## config.mk

```make
export PLATFORM = sky130hd
export DESIGN_NAME = conv_layer_sched
export DESIGN_NICKNAME = d
export VERILOG_FILES = /design/src/rtl/cu_sched_pkg.sv /design/src/rtl/conv_layer_sched_tile_cfg_calc.sv /design/src/rtl/conv_layer_sched.sv
export SDC_FILE = /design/constraint.sdc
export NUM_CORES = 1
export LEC_CHECK = 0
export CELL_PAD_IN_SITES_DETAIL_PLACEMENT = 0
export CELL_PAD_IN_SITES_GLOBAL_PLACEMENT = 1
export CORE_MARGIN = 2
export CORE_UTILIZATION = 35
export DETAILED_ROUTE_END_ITERATION = 7
export PLACE_DENSITY = 0.78
export SLEW_MARGIN = 20
export SYNTH_ARGS = -nofsm -noshare
export SYNTH_HDL_FRONTEND = slang
export SYNTH_SLANG_ARGS = --single-unit
```

## constraint.sdc

```tcl
create_clock -name clk -period 3.4 [get_ports clk]
set_input_delay 0.85 -clock clk [delete_from_list [all_inputs] [get_ports clk]]
set_output_delay 0.85 -clock clk [all_outputs]
set_load 0.01 [all_outputs]
```

## src/rtl/cu_sched_pkg.sv

```systemverilog
// cu_sched_pkg: shared types for the layer scheduler.
// FSM states, descriptor bundle and tiling shifts.
package cu_sched_pkg;

  localparam int COL_DEF       = 8;
  localparam int TILE_LEN_DEF  = 16;
  localparam int LOG2_COL      = $clog2(COL_DEF);
  localparam int LOG2_TILE_LEN = $clog2(TILE_LEN_DEF);

  localparam int ID_W  = 4;
  localparam int CHN_W = 4;
  localparam int FMS_W = 8;

  typedef enum logic [2:0] {
    S_IDLE,
    S_CFG,
    S_START,
    S_RUN,
    S_DRAIN,
    S_DONE
  } state_t;

  typedef struct packed {
    logic [ID_W-1:0]  id;
    logic [CHN_W-1:0] chi;
    logic [CHN_W-1:0] cho;
    logic             stride;
    logic [FMS_W-1:0] ifm_size;
  } desc_t;

endpackage

```

## src/rtl/conv_layer_sched_tile_cfg_calc.sv

```systemverilog
// tile_cfg_calc: output size and tile split of a layer.
// Purely combinational; the scheduler registers it in CFG.
module tile_cfg_calc #(
  parameter int COL          = 8,
  parameter int TILE_LEN     = 16,
  parameter int FMS_WIDTH    = 8,
  parameter int TC_ROW_WIDTH = 6,
  parameter int TC_COL_WIDTH = 6,
  parameter int PC_ROW_WIDTH = 4,
  parameter int PC_COL_WIDTH = 4
) (
  input  logic                    stride,
  input  logic [FMS_WIDTH-1:0]    ifm_size,
  output logic [TC_ROW_WIDTH-1:0] tc_row_max,
  output logic [TC_COL_WIDTH-1:0] tc_col_max,
  output logic [PC_ROW_WIDTH-1:0] tile_row_offset,
  output logic [PC_COL_WIDTH-1:0] tile_col_offset
);

  localparam int LC = $clog2(COL);
  localparam int LT = $clog2(TILE_LEN);

  logic [FMS_WIDTH-1:0] half;
  logic [FMS_WIDTH-1:0] ofm;
  logic [FMS_WIDTH-1:0] ofm_m1;
  logic [FMS_WIDTH-1:0] row_q;
  logic [FMS_WIDTH-1:0] col_q;
  logic [FMS_WIDTH-1:0] row_r;
  logic [FMS_WIDTH-1:0] col_r;

  // ofm, tile counts and remainders
  always_comb begin
    half   = ((ifm_size - FMS_WIDTH'(1)) >> 1)
             + FMS_WIDTH'(1);
    ofm    = stride ? half : ifm_size;
    ofm_m1 = ofm - FMS_WIDTH'(1);
    row_q  = ofm_m1 >> LC;
    col_q  = ofm_m1 >> LT;
    row_r  = ofm & FMS_WIDTH'(COL - 1);
    col_r  = ofm & FMS_WIDTH'(TILE_LEN - 1);
  end

  assign tc_row_max      = TC_ROW_WIDTH'(row_q);
  assign tc_col_max      = TC_COL_WIDTH'(col_q);
  assign tile_row_offset = PC_ROW_WIDTH'(row_r);
  assign tile_col_offset = PC_COL_WIDTH'(col_r);

endmodule

```

## src/rtl/conv_layer_sched.sv

```systemverilog
// conv_layer_sched: queues layer descriptors and sequences pea_ctrl.
// Optional LAYER_PERF_CNT_EN adds a per-layer cycle counter.
import cu_sched_pkg::*;

module conv_layer_sched #(
  parameter int COL          = 1 << LOG2_COL,
  parameter int TILE_LEN     = 1 << LOG2_TILE_LEN,
  parameter int CHN_WIDTH    = CHN_W,
  parameter int FMS_WIDTH    = FMS_W,
  parameter int TC_ROW_WIDTH = 6,
  parameter int TC_COL_WIDTH = 6,
  parameter int PC_ROW_WIDTH = 4,
  parameter int PC_COL_WIDTH = 4,
  parameter int DESC_DEPTH   = 2,
  parameter int DRAIN_CYCLES = 6,
  parameter int ID_WIDTH     = ID_W
) (
  input  logic                    clk,
  input  logic                    rstn,
  input  logic                    desc_valid,
  output logic                    desc_ready,
  input  logic [ID_WIDTH-1:0]     desc_id,
  input  logic [CHN_WIDTH-1:0]    desc_chi,
  input  logic [CHN_WIDTH-1:0]    desc_cho,
  input  logic                    desc_stride,
  input  logic [FMS_WIDTH-1:0]    desc_ifm_size,
  input  logic                    clear,
  output logic [CHN_WIDTH-1:0]    chi,
  output logic [CHN_WIDTH-1:0]    cho,
  output logic                    stride,
  output logic [FMS_WIDTH-1:0]    ifm_size,
  output logic [PC_ROW_WIDTH-1:0] tile_row_offset,
  output logic [PC_COL_WIDTH-1:0] tile_col_offset,
  output logic [TC_ROW_WIDTH-1:0] tc_row_max,
  output logic [TC_COL_WIDTH-1:0] tc_col_max,
  output logic                    start_conv,
  input  logic                    conv_done,
  output logic                    busy,
  output logic                    layer_done,
  output logic [ID_WIDTH-1:0]     layer_done_id,
`ifdef LAYER_PERF_CNT_EN
  output logic [31:0]             perf_cycles,
`endif
  output logic                    desc_err
);

  localparam int AW = $clog2(DESC_DEPTH);
  localparam int DW = $clog2(DRAIN_CYCLES + 1);

  state_t st, nxt;

  desc_t mem [DESC_DEPTH];
  desc_t wdesc;
  desc_t cur;

  logic [AW:0]   wptr, rptr;
  logic          full, empty;
  logic          xfer, bad, push, pop;
  logic          err_q;
  logic [DW-1:0] dcnt;

  logic [TC_ROW_WIDTH-1:0] c_row_max, r_row_max;
  logic [TC_COL_WIDTH-1:0] c_col_max, r_col_max;
  logic [PC_ROW_WIDTH-1:0] c_row_off, r_row_off;
  logic [PC_COL_WIDTH-1:0] c_col_off, r_col_off;

  assign full  = (wptr[AW] != rptr[AW]) &&
                 (wptr[AW-1:0] == rptr[AW-1:0]);
  assign empty = (wptr == rptr);

  assign desc_ready = !full;
  assign xfer = desc_valid && desc_ready;
  assign bad  = (desc_ifm_size == '0) ||
                (desc_chi == '0) ||
                (desc_cho == '0);
  assign push = xfer && !bad && !clear;

  assign wdesc.id       = ID_W'(desc_id);
  assign wdesc.chi      = CHN_W'(desc_chi);
  assign wdesc.cho      = CHN_W'(desc_cho);
  assign wdesc.stride   = desc_stride;
  assign wdesc.ifm_size = FMS_W'(desc_ifm_size);

  // descriptor storage; pointers qualify the contents
  always_ff @(posedge clk) begin
    if (push) mem[wptr[AW-1:0]] <= wdesc;
  end

  // FIFO pointers; clear empties the queue
  always_ff @(posedge clk or negedge rstn) begin
    if (!rstn) begin
      wptr <= '0;
      rptr <= '0;
    end else if (clear) begin
      wptr <= '0;
      rptr <= '0;
    end else begin
      if (push) wptr <= wptr + 1'b1;
      if (pop)  rptr <= rptr + 1'b1;
    end
  end

  // rejected descriptor flag, one cycle after transfer
  always_ff @(posedge clk or negedge rstn) begin
    if (!rstn) err_q <= 1'b0;
    else       err_q <= xfer && bad;
  end

  // FSM state register
  always_ff @(posedge clk or negedge rstn) begin
    if (!rstn) st <= S_IDLE;
    else       st <= nxt;
  end

  // next state and pop decision
  always_comb begin
    nxt = st;
    pop = 1'b0;
    if (clear) begin
      nxt = S_IDLE;
    end else begin
      unique case (st)
        S_IDLE: begin
          if (!empty) begin
            nxt = S_CFG;
            pop = 1'b1;
          end
        end
        S_CFG:   nxt = S_START;
        S_START: nxt = S_RUN;
        S_RUN:   if (conv_done) nxt = S_DRAIN;
        S_DRAIN: if (dcnt == '0) nxt = S_DONE;
        S_DONE: begin
          if (!empty) begin
            nxt = S_CFG;
            pop = 1'b1;
          end else begin
            nxt = S_IDLE;
          end
        end
        default: nxt = S_IDLE;
      endcase
    end
  end

  // drain countdown after conv_done
  always_ff @(posedge clk or negedge rstn) begin
    if (!rstn) begin
      dcnt <= '0;
    end else if (st == S_RUN && conv_done && !clear) begin
      dcnt <= DW'(DRAIN_CYCLES - 1);
    end else if (st == S_DRAIN && dcnt != '0) begin
      dcnt <= dcnt - 1'b1;
    end
  end

  // latch the popped head as the running layer
  always_ff @(posedge clk or negedge rstn) begin
    if (!rstn)    cur <= '0;
    else if (pop) cur <= mem[rptr[AW-1:0]];
  end

  tile_cfg_calc #(
    .COL          (COL),
    .TILE_LEN     (TILE_LEN),
    .FMS_WIDTH    (FMS_WIDTH),
    .TC_ROW_WIDTH (TC_ROW_WIDTH),
    .TC_COL_WIDTH (TC_COL_WIDTH),
    .PC_ROW_WIDTH (PC_ROW_WIDTH),
    .PC_COL_WIDTH (PC_COL_WIDTH)
  ) u_calc (
    .stride          (cur.stride),
    .ifm_size        (FMS_WIDTH'(cur.ifm_size)),
    .tc_row_max      (c_row_max),
    .tc_col_max      (c_col_max),
    .tile_row_offset (c_row_off),
    .tile_col_offset (c_col_off)
  );

  // tile config registered once per layer in CFG
  always_ff @(posedge clk or negedge rstn) begin
    if (!rstn) begin
      r_row_max <= '0;
      r_col_max <= '0;
      r_row_off <= '0;
      r_col_off <= '0;
    end else if (st == S_CFG) begin
      r_row_max <= c_row_max;
      r_col_max <= c_col_max;
      r_row_off <= c_row_off;
      r_col_off <= c_col_off;
    end
  end

`ifdef LAYER_PERF_CNT_EN
  logic [31:0] pcnt, pinc, phold;

  assign pinc = (pcnt == '1) ? pcnt : pcnt + 1'b1;

  // saturating layer cycle counter and its snapshot
  always_ff @(posedge clk or negedge rstn) begin
    if (!rstn) begin
      pcnt  <= '0;
      phold <= '0;
    end else begin
      if (nxt == S_START && st != S_START) begin
        pcnt <= '0;
      end else if (st == S_START || st == S_RUN ||
                   st == S_DRAIN) begin
        pcnt <= pinc;
      end
      if (st == S_DRAIN && nxt == S_DONE) phold <= pinc;
    end
  end

  assign perf_cycles = phold;
`endif

  assign chi      = CHN_WIDTH'(cur.chi);
  assign cho      = CHN_WIDTH'(cur.cho);
  assign stride   = cur.stride;
  assign ifm_size = FMS_WIDTH'(cur.ifm_size);

  assign tc_row_max      = r_row_max;
  assign tc_col_max      = r_col_max;
  assign tile_row_offset = r_row_off;
  assign tile_col_offset = r_col_off;

  assign start_conv    = (st == S_START);
  assign busy          = (st != S_IDLE);
  assign layer_done    = (st == S_DONE);
  assign layer_done_id = layer_done ?
                         ID_WIDTH'(cur.id) : '0;
  assign desc_err      = err_q;

endmodule

```

=== Word level (Yosys, flattened, before mapping) ===
Memories as Yosys holds them, arrays and structs flattened. A register that Yosys moved wholly into a read port is not among the register bits.
Cells that the tools add are included.

* Memory bits (writable): 42
* Memories: 1
* Register bits: 27
* Input bits: 26

{| class="wikitable"
|+ Memories
! name !! depth !! bits a word !! rd ports !! clocked after memory_dff !! write ports !! line !! source
|-
| mem || 2 || 21 || 1 || 1 || 1 || conv_layer_sched.sv:52 || <nowiki>desc_t mem [DESC_DEPTH];</nowiki>
|}

* Eq/ne operators: 11
* Multiplexer cells: 19
* Add/sub/neg operators: 6
* Reductions and logical operators: 26

{| class="wikitable"
|+ Operators by type and width
! operator !! count
|-
| $mux W3 || 6
|-
| $pmux W3 S6 || 1
|-
| $sub A8 B1 Y8 const B || 2
|-
| $ne A3 B3 Y1 const B || 3
|-
| $add A7 B1 Y8 const B || 1
|-
| $logic_and A1 B1 Y1 || 8
|-
| $logic_not A4 Y1 || 2
|-
| $logic_not A8 Y1 || 1
|-
| $mux W2 || 4
|-
| $mux W8 || 1
|-
| $eq A3 B2 Y1 const B || 2
|-
| $eq A3 B3 Y1 const B || 2
|-
| $logic_not A3 Y1 || 2
|-
| $mux W1 || 6
|-
| $reduce_bool A2 Y1 || 3
|-
| $reduce_bool A3 Y1 || 2
|-
| $add A2 B1 Y2 const B || 2
|-
| $logic_not A1 Y1 || 4
|-
| $mux W4 || 1
|-
| $eq A3 B1 Y1 const B || 1
|-
| $reduce_and A3 Y1 || 1
|-
| $sub A3 B1 Y3 const B || 1
|-
| $eq A2 B2 Y1 || 1
|-
| $logic_or A1 B1 Y1 || 2
|-
| 3 further kinds || 3
|}

=== Logic depth before layout (Yosys ltp) ===
* Depth after elaboration: 8
* Gate-level depth with buffers: 12
* Depth with buffers taken out: 11

=== Modules after synthesis ===
A second synthesis with hierarchy kept.

* Cell total of the unflattened synthesis: 384
* Area, all modules: 4,713.3 um2

{| class="wikitable"
|+ Modules (own cells, without submodules)
! module !! area each (um2) !! cells each !! seq. area each (um2) !! instances
|-
| conv_layer_sched || 3,958.8 || 273 || 2,562.5 || 1
|-
| tile_cfg_calc || 754.5 || 111 || 0.0 || 1
|}

=== Worst setup path before layout ===
OpenSTA, ideal clock, no wires.

* Path type: input-to-reg
* From: in desc_cho[0]
* To: mem mem[1][0] (netlist bit) (enable)
* Path slack: 0.291 ns
* Arrival time: 2.683 ns
* Buffers on the path: 0
* Stages on the path: 4
* Library setup time: 0.426 ns
* Data required time: 2.974 ns
* Path through: nor4_1 > nor2_1 > nand4_1 > nor3_1

* Word-level cells in the longest chain between the ends: 7

{| class="wikitable"
|+ RTL lines
! item !! line !! source
|-
| start: declaration || conv_layer_sched.sv:24 || <nowiki>input logic [CHN_WIDTH-1:0] desc_cho,</nowiki>
|-
| $logic_not A4 Y1 || conv_layer_sched.sv:75 || <nowiki>(desc_cho == '0);</nowiki>
|-
| $logic_or A1 B1 Y1 || conv_layer_sched.sv:74 || <nowiki>(desc_chi == '0) ||</nowiki>
|-
| $logic_not A1 Y1 || conv_layer_sched.sv:76 || <nowiki>assign push = xfer && !bad && !clear;</nowiki>
|-
| $logic_and A1 B1 Y1 (2 in series) || conv_layer_sched.sv:76 ||
|-
| $mux W1 || conv_layer_sched.sv:86 || <nowiki>if (push) mem[wptr[AW-1:0]] <= wdesc;</nowiki>
|-
| $mux W1 (implied by the code) || conv_layer_sched.sv:86 ||
|-
| end: declaration || conv_layer_sched.sv:52 ||
|}

Every way passes these cells.

=== Worst setup path in the final report ===
* From: reg ifm_size[0] (netlist name)
* To: reg r_col_max[3], in the netlist tc_col_max[3]

* Word-level cells in the longest chain between the ends: 4

{| class="wikitable"
|+ RTL lines
! item !! line !! source
|-
| $sub A8 B1 Y8 || conv_layer_sched_tile_cfg_calc.sv:33 || <nowiki>half = ((ifm_size - FMS_WIDTH'(1)) >> 1)</nowiki>
|-
| $add A7 B1 Y8 || conv_layer_sched_tile_cfg_calc.sv:34 || <nowiki>+ FMS_WIDTH'(1);</nowiki>
|-
| $mux W8 * || conv_layer_sched_tile_cfg_calc.sv:35 || <nowiki>ofm = stride ? half : ifm_size;</nowiki>
|-
| $sub A8 B1 Y8 * || conv_layer_sched_tile_cfg_calc.sv:36 || <nowiki>ofm_m1 = ofm - FMS_WIDTH'(1);</nowiki>
|-
| end signal: assignment || conv_layer_sched.sv:189 || <nowiki>r_col_max <= c_col_max;</nowiki>
|-
| end: declaration || conv_layer_sched.sv:63 || <nowiki>logic [TC_COL_WIDTH-1:0] c_col_max, r_col_max;</nowiki>
|}

Every way passes the cells marked *; elsewhere a longest branch is shown, timed or not.
A chain may end at the register's enable or synchronous reset.

==> metrics.cfg <==
[run_status]
status = complete, but fails checks
violations = DRC

[finish]
diodes = 0
drive_gt1_share_pct = 10.8
multi_input_area_um2 = 1550
syn_to_final_growth_pct = 22.8
fillers = 1095
nNetsFinal = 444
regArea_um2 = 2290
utilization_pct = 44.5

[sta]
drv_slew = 0
fin_hold_ws_ns = 0.408
finClkSkew_ns = 0.00390
hold_violations = 0
setup_viol = 0
fin_crit_sh_pct = 87.9
max_freq_mhz = 334
tightestPinTransition_ns = 0.910
rsz0062_at_grt = false
period_needed_ns = 2.99
max_slew_margin_pct = 39.0
finalSetupTns_ns = 0

[global_route]
grt.total_usage_pct = 13.4
grt_max_degree = 42
overflow = 0
grt_antenna_before_repair = 0
grt_pass1_vias = 2658
grt_pass1_wl_um = 13500

[logic_synthesis]
syn_area_um2 = 4170
synthArstFlopShare_pct = 49.4
synth_ff_type = edfxtp_1
syn_avg_cell_area_um2 = 11.3
ys_seq_area_share_pct = 54.8
ys_types = 60
synth-edff-count = 42
ys_warn_count = 0
ys_ff_latch = 83
synthCells = 370

[power_and_ir_drop]
seq_power_share_pct = 35.2
peakVddDrop_uv = 356
p_int_mw = 2.85
comb_power_share_pct = 43.1
leakage_nw = 1.96
power.switching_mw = 1.67
cellPowerDensity_nw_per_um2 = 882
p_clk_share_pct = 21.7
switching_share_pct = 37.0

[critical_path]
crit_required_ns = 3.60
slowest_delay_ns = 0.46
reg2reg_from = ifm_size[0]
crit_type = register to register
startpoint_type = register
cp.arrival_ns = 3.19
critical-path-top-delay-family = compound AO/OA/AOI/OAI gates
path_max_fanout = 5
cp_slowest_cell = or4_4
path_cells = inv_1 > ha_1 > inv_1 > ha_1 > xnor2_1 > or4_4 > a31oi_4 > o2111ai_2 > a21o_1 > o311ai_0 > o211ai_1
cp-end-kind = register
cp_num_buf_inv = 2
crit_path_start = ifm_size[0]

[clock_network]
cts.repair_timing.setup_buffer_count = 0
cts_hold_buf = 0
cts_sinks = 83
clkSlewWorstSetupHoldPaths_ns = 0.07
cts_buffers = 9
htreeDepth = 3
cts_buffer_depth = 2
cts_tree = built
clk_latency_ns = 0.33
ctsResizeCount = 0
root_buffer = clkbuf_16

[route]
num_vias = 2776
wirelength_um = 8280
viasPerCell = 4.95
routed-wl-met3_um = 463
wl_met2_um = 3760
detail-route-antenna-nets = 0
wl_met1_um = 3940
wire_per_inst_um = 14.8
drt_iter0_drc = 124
firstDrtPassIters = 6
drc = 6
highest_layer = met4

[placed_design]
routabilityCongestion = 0.757
hpwl_um = 5930
port_buffers = 67

[die]
start_util_pct = 36.2
die_y_um = 113
core-area_um2 = 11500
die_area_um2 = 12800
top_level_ports = 72
rows = 39
die_width_um = 113

[run]
max_cap_viol_count = 0

[worst_hold_path]
hold_path_class = input port to asynchronous set/reset pin

-- kinds of logic (layout without fill, tap and decap cells) --
group                      after synthesis  after routing  synth area share [%]
and+or+nand+nor                        116            116                  14.7
adders and majority gates                5              5                  1.50
xor gates and xnor gates                17             17                  3.57
buffers and inverters                   60            105                  8.61
AOI/OAI and AO/OA                       63             63                  10.7
other                                    1              4                0.0899
muxes                                   25             25                  6.03
DFF                                     83             83                  54.8
-- layer usage --
| layer | GRT usage [%] | vias to the layer above |
|---|---|---|
| li1 | - | 1366 |
| met1 | 18.2 | 1319 |
| met2 | 21.1 | 81 |
| met3 | 3.00 | 10 |
| met4 | 4.96 | 0 |
| met5 | 0 | - |
-- synthesized netlist by cell type (all sizes together) (2+ instances only) --
master / number / area, um^2
or4: 3 / 30.0
o22ai: 2 / 12.5
nor2b: 4 / 25.0
a31oi: 3 / 33.8
a211o: 3 / 26.3
and3: 2 / 12.5
nand2: 20 / 75.1
nor2: 44 / 165
nor3b: 2 / 15.0
nand2b: 4 / 25.0
a21oi: 28 / 140
inv: 13 / 48.8
o221ai: 2 / 17.5
mux2i: 24 / 240
o211a: 2 / 20.0
nor3: 6 / 30.0
o21ai: 10 / 50.1
clkbuf: 14 / 56.3
nand3: 2 / 10.0
ha: 5 / 62.6
buf: 33 / 254
nor4: 7 / 65.1
or2: 3 / 18.8
xnor2: 13 / 114
or3: 4 / 25.0
edfxtp: 42 / 1260
and2: 5 / 31.3
dfrtp: 41 / 1030
nand3b: 2 / 15.0
xor2: 4 / 35.0
-- worst paths after layout --
check	slack, ns	depth (start not counted)	end
min reg2reg	0.49	2	tc_row_max[0]
max reg2reg	0.41	11	tc_col_max[3]
max in group asynchronous	2.52	2	cho[0]
min	0.41	1	tile_col_offset[3]
max	0.41	11	tc_col_max[3]
min in group clk	0.49	2	tc_row_max[0]
-- metrics by stage --
stage	power [mW]	worst slack, ns	area, um^2	std cells
floorplan	3.01	0.291	4180	373
global placement	3.52	0.371	4800	544
detailed placement	3.56	0.254	4800	544
CTS	4.56	0.405	5100	560
global route	4.83	0.179	5120	561
finish	4.52	0.410	5120	561
-- cells in the final DEF, fill, tap and decap left out, drive strengths merged, types with 3 or more instances in the layout --
cell type       n
a211o           3
a21oi          28
a31oi           3
and2            5
buf            10
clkbuf          9
clkdlybuf4s50  66
clkinv          3
conb            4
dfrtp          41
edfxtp         42
ha              5
inv            15
mux2i          24
nand2          20
nand2b          4
nor2           44
nor2b           4
nor3            6
nor4            7
o21ai          10
or2             3
or3             4
or4             3
xnor2          13
xor2            4
-- registers in the layout, indices dropped and copies added, names as in the netlist, 3 cells and up --
name             cells
ifm_size             8
tile_col_offset      4
tc_col_max           4
cho                  4
cur                  4
st                   3
mem                 42
chi                  4
dcnt                 3
-- power groups by stage --
stage	Combinational (mW)	Clock [mW]	Sequential, mW
after floorplan	1.52	0	1.49
after global placement	1.91	0	1.61
after detailed placement	1.94	0	1.61
after CTS	1.96	1.00	1.60
after global routing	2.15	1.04	1.64
final	1.95	0.982	1.59
-- final cells by class --
type | instances | area share, %
Clock buffer | 9 | 4.40
Clock inverter | 7 | 1.49
Sequential cell | 83 | 44.7
Inverter | 13 | 0.953
Tap cell | 143 | 3.49
Multi-Input combinational cell | 230 | 30.2
Timing Repair Buffer | 76 | 14.8
Power figures use the tool's default switching activity.
